[config.mk]
export PLATFORM = sky130hd
export DESIGN_NAME = traffic_light_ctrl_flat
export DESIGN_NICKNAME = d
export VERILOG_FILES = /design/src/rtl/traffic_pkg.sv /design/src/rtl/traffic_light_ctrl_if.sv /design/src/rtl/phase_timer.sv /design/src/rtl/traffic_light_ctrl.sv /design/src/flat_wrapper.sv
export SDC_FILE = /design/constraint.sdc
export NUM_CORES = 1
export LEC_CHECK = 0
export ABC_AREA = 1
export BUFFER_PORTS_ARGS = -buffer_cell sky130_fd_sc_hd__buf_2
export CORE_MARGIN = 2
export CORE_UTILIZATION = 50
export CTS_CLUSTER_SIZE = 14
export DETAILED_ROUTE_END_ITERATION = 10
export PLACE_DENSITY = 0.69
export SLEW_MARGIN = 40
export SYNTH_ARGS = -nofsm -noshare
export SYNTH_HDL_FRONTEND = slang
export SYNTH_SLANG_ARGS = --single-unit
[constraint.sdc]
create_clock -name clk -period 1.9 [get_ports clk]
set_input_delay 0.095 -clock clk [delete_from_list [all_inputs] [get_ports clk]]
set_output_delay 0.095 -clock clk [all_outputs]
set_load 0.03 [all_outputs]
[src/rtl/traffic_pkg.sv]
// Shared state encodings and lamp patterns for the two-road intersection controller.
// Lamp bus layout is {A[2:0],B[2:0]}, each group {green,yellow,red}.
package traffic_pkg;

   typedef enum logic [2:0] {
      S_B_GO  = 3'd0,
      S_B_YEL = 3'd1,
      S_RED1  = 3'd2,
      S_A_GO  = 3'd3,
      S_A_YEL = 3'd4,
      S_RED2  = 3'd5,
      S_WALK  = 3'd6,
      S_FLASH = 3'd7
   } state_e;

   localparam logic [5:0] LT_B_GO     = 6'b001_100;
   localparam logic [5:0] LT_B_YEL    = 6'b001_010;
   localparam logic [5:0] LT_ALLRED   = 6'b001_001;
   localparam logic [5:0] LT_A_GO     = 6'b100_001;
   localparam logic [5:0] LT_A_YEL    = 6'b010_001;
   localparam logic [5:0] LT_FLASH_ON = 6'b010_001;
   localparam logic [5:0] LT_DARK     = 6'b000_000;

   function automatic logic [5:0] lamp_of(input state_e s, input logic flash_on);
      logic [5:0] lt;
      case (s)
         S_B_GO:  lt = LT_B_GO;
         S_B_YEL: lt = LT_B_YEL;
         S_A_GO:  lt = LT_A_GO;
         S_A_YEL: lt = LT_A_YEL;
         S_FLASH: lt = flash_on ? LT_FLASH_ON : LT_DARK;
         default: lt = LT_ALLRED;
      endcase
      return lt;
   endfunction

endpackage

[src/rtl/traffic_light_ctrl_if.sv]
// Request inputs and lamp outputs of the intersection controller.
interface traffic_light_ctrl_if;
   logic       rush;
   logic       ped_req;
   logic       night;
   logic [5:0] light;
   logic       walk;
   logic [2:0] phase;

   modport master (output rush, ped_req, night, input light, walk, phase);
   modport slave  (input rush, ped_req, night, output light, walk, phase);
endinterface

[src/rtl/phase_timer.sv]
// Cycle counter that restarts from 0 on load and flags the last cycle of a duration.
module phase_timer #(
   parameter int CNT_W = 32
) (
   input  logic             clk,
   input  logic             rst_n,
   input  logic             load,
   input  logic [CNT_W-1:0] dur,
   output logic             done
);

   logic [CNT_W-1:0] cnt_q, cnt_d;

   assign done = (cnt_q == dur - CNT_W'(1));

   always_comb begin
      cnt_d = load ? '0 : cnt_q + CNT_W'(1);
   end

   // NOTE: flops use non-blocking assignments so every register samples pre-edge values.
   always_ff @(posedge clk or negedge rst_n) begin
      if (!rst_n) cnt_q <= '0;
      else        cnt_q <= cnt_d;
   end

endmodule

[src/rtl/traffic_light_ctrl.sv]
// Two-road traffic light controller with rush-hour green, latched pedestrian walk
// phase and night flashing mode entered and left only via an all-red phase.
module traffic_light_ctrl
   import traffic_pkg::*;
#(
   parameter int          CNT_W       = 32,
   parameter int unsigned B_GREEN_CYC = 100000000,
   parameter int unsigned A_GREEN_CYC = 100000000,
   parameter int unsigned RUSH_CYC    = 200000000,
   parameter int unsigned YELLOW_CYC  = 100000000,
   parameter int unsigned ALLRED_CYC  = 100000000,
   parameter int unsigned WALK_CYC    = 100000000,
   parameter int unsigned FLASH_CYC   = 50000000
) (
   input  logic                   clk,
   input  logic                   rst_n,
   traffic_light_ctrl_if.slave    bus
);

   state_e     state_q, state_d;
   logic       rush_q, rush_d;
   logic       ped_pend_q, ped_pend_d;
   logic       flash_on_q, flash_on_d;
   logic [5:0] light_q, light_d;
   logic       walk_q, walk_d;

   logic [CNT_W-1:0] phase_dur;
   logic             phase_done, flash_done;

   always_comb begin
      phase_dur = CNT_W'(ALLRED_CYC);
      case (state_q)
         S_B_GO:          phase_dur = CNT_W'(B_GREEN_CYC);
         S_A_GO:          phase_dur = rush_q ? CNT_W'(RUSH_CYC) : CNT_W'(A_GREEN_CYC);
         S_B_YEL, S_A_YEL: phase_dur = CNT_W'(YELLOW_CYC);
         S_WALK:          phase_dur = CNT_W'(WALK_CYC);
         default:         phase_dur = CNT_W'(ALLRED_CYC);
      endcase
   end

   // The phase counter idles at 0 during flashing so RED2 starts fresh on exit.
   phase_timer #(.CNT_W(CNT_W)) u_phase_timer (
      .clk   (clk),
      .rst_n (rst_n),
      .load  (phase_done || (state_q == S_FLASH)),
      .dur   (phase_dur),
      .done  (phase_done)
   );

   phase_timer #(.CNT_W(CNT_W)) u_flash_timer (
      .clk   (clk),
      .rst_n (rst_n),
      .load  (flash_done || (state_q != S_FLASH)),
      .dur   (CNT_W'(FLASH_CYC)),
      .done  (flash_done)
   );

   // NOTE: every variable gets a default first so no path through the block infers a latch.
   always_comb begin
      state_d    = state_q;
      rush_d     = rush_q;
      ped_pend_d = ped_pend_q;
      flash_on_d = flash_on_q;

      if (bus.ped_req && (state_q != S_WALK) && (state_q != S_FLASH)) ped_pend_d = 1'b1;

      case (state_q)
         S_B_GO:  if (phase_done) state_d = S_B_YEL;
         S_B_YEL: if (phase_done) state_d = S_RED1;
         S_RED1: begin
            if (phase_done) begin
               if (bus.night) state_d = S_FLASH;
               else begin
                  state_d = S_A_GO;
                  rush_d  = bus.rush;
               end
            end
         end
         S_A_GO:  if (phase_done) state_d = S_A_YEL;
         S_A_YEL: if (phase_done) state_d = S_RED2;
         S_RED2: begin
            if (phase_done) begin
               if (bus.night) state_d = S_FLASH;
               else if (ped_pend_q) begin
                  state_d    = S_WALK;
                  ped_pend_d = 1'b0;
               end else state_d = S_B_GO;
            end
         end
         S_WALK:  if (phase_done) state_d = S_B_GO;
         S_FLASH: begin
            if (flash_done) begin
               if (!bus.night) state_d = S_RED2;
               else            flash_on_d = ~flash_on_q;
            end
         end
         default: state_d = S_B_GO;
      endcase

      if ((state_d == S_FLASH) && (state_q != S_FLASH)) begin
         ped_pend_d = 1'b0;
         flash_on_d = 1'b1;
      end

      // Lamps decode the next state so they change on the same edge as the state.
      light_d = lamp_of(state_d, flash_on_d);
      walk_d  = (state_d == S_WALK);
   end

   always_ff @(posedge clk or negedge rst_n) begin
      if (!rst_n) begin
         state_q    <= S_B_GO;
         rush_q     <= 1'b0;
         ped_pend_q <= 1'b0;
         flash_on_q <= 1'b0;
         light_q    <= LT_B_GO;
         walk_q     <= 1'b0;
      end else begin
         state_q    <= state_d;
         rush_q     <= rush_d;
         ped_pend_q <= ped_pend_d;
         flash_on_q <= flash_on_d;
         light_q    <= light_d;
         walk_q     <= walk_d;
      end
   end

   assign bus.light = light_q;
   assign bus.walk  = walk_q;
   assign bus.phase = state_q;

endmodule

[src/flat_wrapper.sv]
// flat-port wrapper written by rule: the top's interface ports become plain ports
module traffic_light_ctrl_flat import traffic_pkg::*;
#(
   parameter int          CNT_W       = 32,
   parameter int unsigned B_GREEN_CYC = 100000000,
   parameter int unsigned A_GREEN_CYC = 100000000,
   parameter int unsigned RUSH_CYC    = 200000000,
   parameter int unsigned YELLOW_CYC  = 100000000,
   parameter int unsigned ALLRED_CYC  = 100000000,
   parameter int unsigned WALK_CYC    = 100000000,
   parameter int unsigned FLASH_CYC   = 50000000
)
  (clk, rst_n, bus_rush, bus_ped_req, bus_night, bus_light, bus_walk, bus_phase);
  traffic_light_ctrl_if bus_i ();
  input  logic clk;
  input  logic rst_n;
  input wire logic [$bits(bus_i.rush)-1:0] bus_rush;
  input wire logic [$bits(bus_i.ped_req)-1:0] bus_ped_req;
  input wire logic [$bits(bus_i.night)-1:0] bus_night;
  output wire logic [$bits(bus_i.light)-1:0] bus_light;
  output wire logic [$bits(bus_i.walk)-1:0] bus_walk;
  output wire logic [$bits(bus_i.phase)-1:0] bus_phase;
  assign bus_i.rush = bus_rush;
  assign bus_i.ped_req = bus_ped_req;
  assign bus_i.night = bus_night;
  assign bus_light = bus_i.light;
  assign bus_walk = bus_i.walk;
  assign bus_phase = bus_i.phase;
  traffic_light_ctrl #(.CNT_W(CNT_W), .B_GREEN_CYC(B_GREEN_CYC), .A_GREEN_CYC(A_GREEN_CYC), .RUSH_CYC(RUSH_CYC), .YELLOW_CYC(YELLOW_CYC), .ALLRED_CYC(ALLRED_CYC), .WALK_CYC(WALK_CYC), .FLASH_CYC(FLASH_CYC)) u_core (.clk(clk), .rst_n(rst_n), .bus(bus_i));
endmodule
## After elaboration in Yosys (flattened, before gate mapping)

Cells that the tools add are included.
Widths: inputs -> output; s select.

- Flip-flop bits (word level): 77
- Input bits: 5
- Output and inout port bits: 10
- Logic and storage cells: 66

- $add $sub $neg: 3
- Equal/unequal tests: 16
- Muxes and demuxes: 29
- Bitwise logic cells: 2
- Reduce and logical (&&, ||, !) cells: 8

Operators by type and width:

| kind | number |
|---|---|
| $mux 32 | 3 |
| $add 32x1->32 const B | 2 |
| $mux 3 | 12 |
| $eq 32x26->1 const B | 1 |
| $eq 32x32->1 | 1 |
| $sub 32x1->32 const B | 1 |
| $pmux 6 s5 | 1 |
| $mux 28 | 1 |
| $pmux 3 s8 | 1 |
| $eq 3x3->1 const B | 7 |
| $mux 1 | 10 |
| $eq 3x2->1 const B | 3 |
| $eq 3x1->1 const B | 2 |
| $logic_not 3->1 | 2 |
| $ne 3x3->1 const B | 2 |
| $mux 5 | 1 |
| $logic_and 1x1->1 | 3 |
| $reduce_and 3->1 | 1 |
| $logic_or 1x1->1 | 2 |
| $not 1->1 | 2 |

## Logic depth before layout (Yosys ltp)

- Depth in word-level cells: 11
- Depth in mapped cells: 15
- Depth with buffers taken out: 15

## Modules after synthesis

A second synthesis with hierarchy kept.

- Cells, all modules: 1060
- Area, all modules: 6831.6 sq um

Modules (own cells, without submodules):

| module | times used | cells an instance | area an instance (sq um) | seq. area each (sq um) |
|---|---|---|---|---|
| phase_timer | 2 | 478 | 3041.7 | 800.8 |
| traffic_light_ctrl | 1 | 104 | 748.2 | 327.8 |

## Worst setup path after synthesis

No wires, ideal clock.

- Kind: flip-flop to flip-flop
- Start: reg u_core.state_q[0], in the netlist u_core.bus.phase[0]
- End: reg u_core.light_q[0], in the netlist u_core.bus.light[0]
- Setup time: 132 ps
- Data arrival time: 1834 ps
- Data required time: 1768 ps
- Path slack: -66 ps
- Stages on the path, launching flop included: 15
- Path buffers: 1
- Clock period less this slack: 1966 ps
- Cells stage by stage: dfrtp_1 > buf_2 > nand4_1 > inv_1 > nand2_1 > nand2_1 > nand3_4 > nand2_2 > nand2_2 > nor2_2 > nand3_2 > nand3_1 > nand2_1 > nor2_1 > nand3_1

- Longest elaborated chain between the ends: 11
- Elaborated cells between the ends (all ways): 32
- Classes of those cells: add/sub: 1; eq/ne: 13; mux: 15; reduce/logical: 3

Ends and longest elaborated chain:

| item | RTL line | RTL |
|---|---|---|
| start, declared | traffic_light_ctrl.sv:20 | `state_e state_q, state_d;` |
| start signal, assigned | traffic_light_ctrl.sv:119 | `state_q <= state_d;` |
| $eq 3x2->1 | traffic_light_ctrl.sv:32, traffic_light_ctrl.sv:67 |  |
| $mux 32 | traffic_light_ctrl.sv:32 | `case (state_q)` |
| $sub 32x1->32 | phase_timer.sv:14 | `assign done = (cnt_q == dur - CNT_W'(1));` |
| $eq 32x32->1 | phase_timer.sv:14 |  |
| $mux 3, or another cell as far along | traffic_light_ctrl.sv:90 | `S_WALK: if (phase_done) state_d = S_B_GO;` |
| $pmux 3 s8 * | traffic_light_ctrl.sv:67 | `case (state_q)` |
| via u_core.state_d[1] | traffic_light_ctrl.sv:20 |  |
| $eq 3x3->1 | traffic_pkg.sv:26, traffic_light_ctrl.sv:100 |  |
| $logic_and 1x1->1 | traffic_light_ctrl.sv:100 | `if ((state_d == S_FLASH) && (state_q != S_FLASH)) begin` |
| $mux 1 | traffic_light_ctrl.sv:100 |  |
| $mux 5 | traffic_pkg.sv:31 | `S_FLASH: lt = flash_on ? LT_FLASH_ON : LT_DARK;` |
| $pmux 6 s5 * | traffic_pkg.sv:26 | `case (s)` |
| via u_core.light_d[0] | traffic_light_ctrl.sv:24 | `logic [5:0] light_q, light_d;` |
| end signal, assigned | traffic_light_ctrl.sv:123 | `light_q <= light_d;` |
| end, declared | traffic_light_ctrl.sv:24 |  |

Mark *: on every way through the listed nets, which the timed path passes. The rest lies on a longest branch.
A chain may end at the register's enable or synchronous reset.

## Worst setup path in the final report

- Start: reg u_core.u_phase_timer.cnt_q[0]
- End: reg u_core.u_phase_timer.cnt_q[17]

- Longest elaborated chain between the ends: 3
- Elaborated cells between the ends (all ways): 4
- Classes of those cells: add/sub: 1; eq/ne: 1; mux: 1; reduce/logical: 1

Ends and longest elaborated chain:

| item | RTL line | RTL |
|---|---|---|
| start, declared | phase_timer.sv:12 | `logic [CNT_W-1:0] cnt_q, cnt_d;` |
| start signal, assigned | phase_timer.sv:23 | `else cnt_q <= cnt_d;` |
| parallel branches: the longest is 2 deep, another holds $add 32x1->32 | n/a |  |
| $mux 32 * | phase_timer.sv:17 | `cnt_d = load ? '0 : cnt_q + CNT_W'(1);` |
| via u_core.u_phase_timer.cnt_d[17] | phase_timer.sv:12 |  |

Mark *: on every way through the listed nets, which the timed path passes.

==> parameters.txt <==
Parameter                              Value

Synth
  Total of warnings raised by yosys ... 0
  Area fraction in compound gates after synthesis ... 9.43%
  Post-synth top flop ... sky130_fd_sc_hd__dfrtp_1
  Fraction of registers with async set/reset ... 100%
  Cell Area, Synth ... 4340 µm²
  Flops & latches, synth ... 77
  Synthesized instance count ... 573
  Count of cell types in the netlist ... 38
  Dominant combinational cell family by area after synthesis ... simple AND/OR/NAND/NOR gates
  Total nets after synthesis ... 580
  EDFF count, synth ... 0
  Mux share of post-synthesis cell area ... 0%
  Syn_area_per_cell ... 7.57 µm²
  Area share of fa/ha/maj cells after synthesis ... 0.577%
  Synthesized-area fraction occupied by and/or/nand/nor cells ... 34.4%
  Xor and xnor area share after synthesis ... 3.03%
  Seq/Total Area, Yosys ... 44.5%

Clock tree
  Number of buffers added by the clock tree synthesis step ... 9
  CTS tree ... yes
  Max Buffers Root-to-Sink ... 2
  Clock transition at path regs ... 0.09 ns
  Clock latency of the later-clocked register in the worst-skew pair ... 0.37 ns
  Sink Count ... 77
  CTS root buffer ... sky130_fd_sc_hd__clkbuf_8
  H-tree levels ... 3

GRT
  Number of antenna violations at the first check in global routing ... 0
  Global-route wire length before repair ... 19000 µm
  Via count of the first global-routing pass ... 4293
  Sum of overflow across all layers after global routing ... 0
  Largest net degree at the start of global routing ... 47
  Total track usage ... 24.7%

Critical path
  Critical Path Source Type ... register
  Required arrival time at the worst endpoint ... 2.13 ns
  Category of the critical setup timing path ... reg2reg
  Data arrival time of the critical path ... 2.42 ns
  Critical path peak fanout ... 8
  Crit. End Element ... register

Timing
  Max Transition Viols Final ... 0
  Unrepaired setup endpoints after global routing ... true
  Maximum clock frequency ... 455 MHz
  Number of endpoints failing setup at the final stage ... 45
  Final worst path period share ... 116%
  WHS ... 0.130 ns
  Measured slew at the worst slew-check pin ... 0.621 ns
  Worst setup skew after layout ... 0.0148 ns
  Crit path time final ... 2.20 ns
  Final Hold Violating Endpoints ... 0
  Rel. slew slack ... 58.6%
  Setup slack after layout ... -0.299 ns

Detailed routing
  Top routing layer used ... met4
  Final routed DRC violation total ... 0
  Total routed wirelength ... 13300 µm
  Vias after detailed routing ... 4502
  WL per Instance ... 16.3 µm
  Total met3 wirelength after detailed routing ... 740 µm
  First-pass detailed-route iteration total ... 5
  Routed met1 length ... 5300 µm
  Count of antenna-violating nets left after detailed routing ... 0
  Wire length on met2 ... 6790 µm
  Ratio of routed vias to standard cells ... 5.52
  Initial DRC count ... 281

Power and ir drop
  Leak ... 2.81 nW
  Pwr per Cell Area ... 489 nW/µm²
  Sum of internal, switching and leakage power ... 3.02 mW
  Combinational cell fraction of total power ... 1.6%
  Worst supply voltage drop on vdd ... 0.000421 V
  Clock network power share ... 44.2%
  Net switching power ... 0.722 mW
  Part of the total power dissipated in sequential elements ... 54.2%
  Int Power ... 2.30 mW
  Sw frac ... 23.9%

Die
  Die ar. ... 9440 µm²
  Std cell rows ... 33
  Die Ht ... 97.1 µm
  Initial core utilization ... 52.3%
  Number of primary I/O pins ... 15
  Core ar. ... 8300 µm²
  Chip Width ... 97.1 µm

Layout
  Fraction of final layout cells with drive strength greater than 1 ... 40.3%
  Layout area overhead ... 42.6%
  Layout Nets ... 712
  N_diodes ... 0
  Core utilization of the finished layout ... 74.5%

Place
  Placer congestion estimate ... 0.894
  Number of port buffers ... 14
  Placed wire-length estimate ... 7620 µm
  Worst setup timing slack at the placement stage ... -0.163 ns

Run
  Max-cap violations ... 0

Status
  Violations in the final reports ... setup timing
  Outcome ... complete, but fails checks

Min path
  Type of the tightest min-delay check ... in2reg
==> synthesized netlist by cell type (all sizes together), types with 2 or more instances <==
master  count  area (µm²)
nor3b       4        35.0
o21ai      23         115
nor4        8        90.1
nand3      24         143
a211oi      2        15.0
nand2     121         484
nor2       95         394
nor3       43         235
dfstp       2        52.6
xor2       12         105
a21oi      39         199
ha          2        25.0
o21a        7        52.6
nand4      14        93.8
and3        2        12.5
dfrtp      75        1880
clkbuf      3        11.3
a31oi       3        18.8
inv        84         315
buf         4        18.8
xnor2       3        26.3
==> cell usage in the layout (no fill, tap or decap), drive strengths merged <==
master       synthesis  layout
nand4               14      14
nor3                43      43
and3                 2       2
clkbuf               3      12
ha                   2       2
bufinv               0       1
o2111ai              1       1
dfrtp               75      75
and2                 1       1
nand2              121     121
a31oi                3       3
nor3b                4       4
o21a                 7       7
xor2                12      12
o21ai               23      23
nand3               24      24
buf                  4     122
clkinv               1       3
nor4                 8       8
dlygate4sd3          0       2
dfstp                2       2
nor2                95      95
a211oi               2       2
xnor2                3       3
clkinvlp             0       5
inv                 84      84
a21oi               39      39
==> power by group through the flow <==
stage          logic (mW)  clock network (mW)  registers [mW]
5_1_grt            0.0580                1.43            1.64
6_report           0.0491                1.34            1.64
3_5_place_dp       0.0475                   0            1.67
2_1_floorplan     0.00303                   0            1.67
4_1_cts            0.0509                1.35            1.64
3_3_place_gp       0.0457                   0            1.67
==> worst max-delay path: stages (launching register included) <==
cell                         delay (ns)
sky130_fd_sc_hd__dfrtp_1           0.37
sky130_fd_sc_hd__ha_2              0.22
sky130_fd_sc_hd__nand2_4           0.06
sky130_fd_sc_hd__nor2_4            0.10
sky130_fd_sc_hd__nand2_2           0.10
sky130_fd_sc_hd__nor2_4            0.22
sky130_fd_sc_hd__nand3_4           0.21
sky130_fd_sc_hd__nand2_4           0.14
sky130_fd_sc_hd__buf_8             0.14
sky130_fd_sc_hd__clkinvlp_4        0.22
sky130_fd_sc_hd__o21ai_1           0.20
sky130_fd_sc_hd__a21oi_1           0.08
==> final timing paths <==
check | startpoint | end | slack [ns] | cells past startpoint
worst max-delay path | u_core.u_phase_timer.cnt_q[0] | u_core.u_phase_timer.cnt_q[17] | -0.30 | 11
worst min-delay path | bus_ped_req | u_core.ped_pend_q | 0.13 | 5
worst max register to register | u_core.u_phase_timer.cnt_q[0] | u_core.u_phase_timer.cnt_q[17] | -0.30 | 11
worst min register to register | u_core.u_flash_timer.cnt_q[19] | u_core.u_flash_timer.cnt_q[19] | 0.49 | 1
max in group asynchronous | rst_n | u_core.u_phase_timer.cnt_q[8] | 0.93 | 3
min in group asynchronous | rst_n | u_core.u_flash_timer.cnt_q[22] | 0.27 | 2
==> state kept, by name, summed over array words and instances, names as in the netlist <==
register                    flops
u_core.bus.walk                 1
u_core.rush_q                   1
u_core.u_flash_timer.cnt_q     32
u_core.bus.light                6
u_core.u_phase_timer.cnt_q     32
u_core.bus.phase                3
u_core.ped_pend_q               1
u_core.flash_on_q               1
==> metrics by stage <==
stage	std cells	area [µm²]	TNS [ns]
global route	815	6180	-11.55
CTS	793	5600	-0.407
finish	815	6180	-6.45
detailed placement	763	5120	-2.17
global placement	763	5120	-0.345
floorplan	573	4340	0
==> cell type report <==
| type | instances | area [µm²] |
|---|---|---|
| Timing Repair Buffer | 126 | 1030 |
| Inverter | 85 | 329 |
| Clock inverter | 6 | 68.8 |
| Clock buffer | 10 | 138 |
| Timing Repair inverter | 2 | 15.0 |
| Tap cell | 105 | 131 |
| Multi-Input combinational cell | 404 | 2540 |
| Sequential cell | 77 | 1930 |
| Fill cell | 536 | 2110 |
==> metal layers <==
layer / up-vias / global-route usage (%)
met3: 46 / 4.89
met4: 0 / 9.97
met1: 2177 / 30.3
li1: 2123 / -
met5: - / 0
met2: 156 / 42.7
==> timing repair <==
| item | 4_1_cts | 5_1_grt |
|---|---|---|
| cloned | 1 | 4 |
| hold buffers | 2 | 0 |
| buffers inserted | 11 | 20 |
| gates resized for setup | 40 | 107 |
| pin swaps | 14 | 34 |
| endpoints found under the setup margin | 37 | 62 |
| hold endpoints to repair | 43 | 0 |
==> cells by family after synthesis <==
logic type | Yosys count
simple gates | 312
buf+inv | 92
flops | 77
compound gates | 75
xor+xnor | 15
fa+ha+maj | 2
Note: power is estimated with default switching activity, not from simulation.
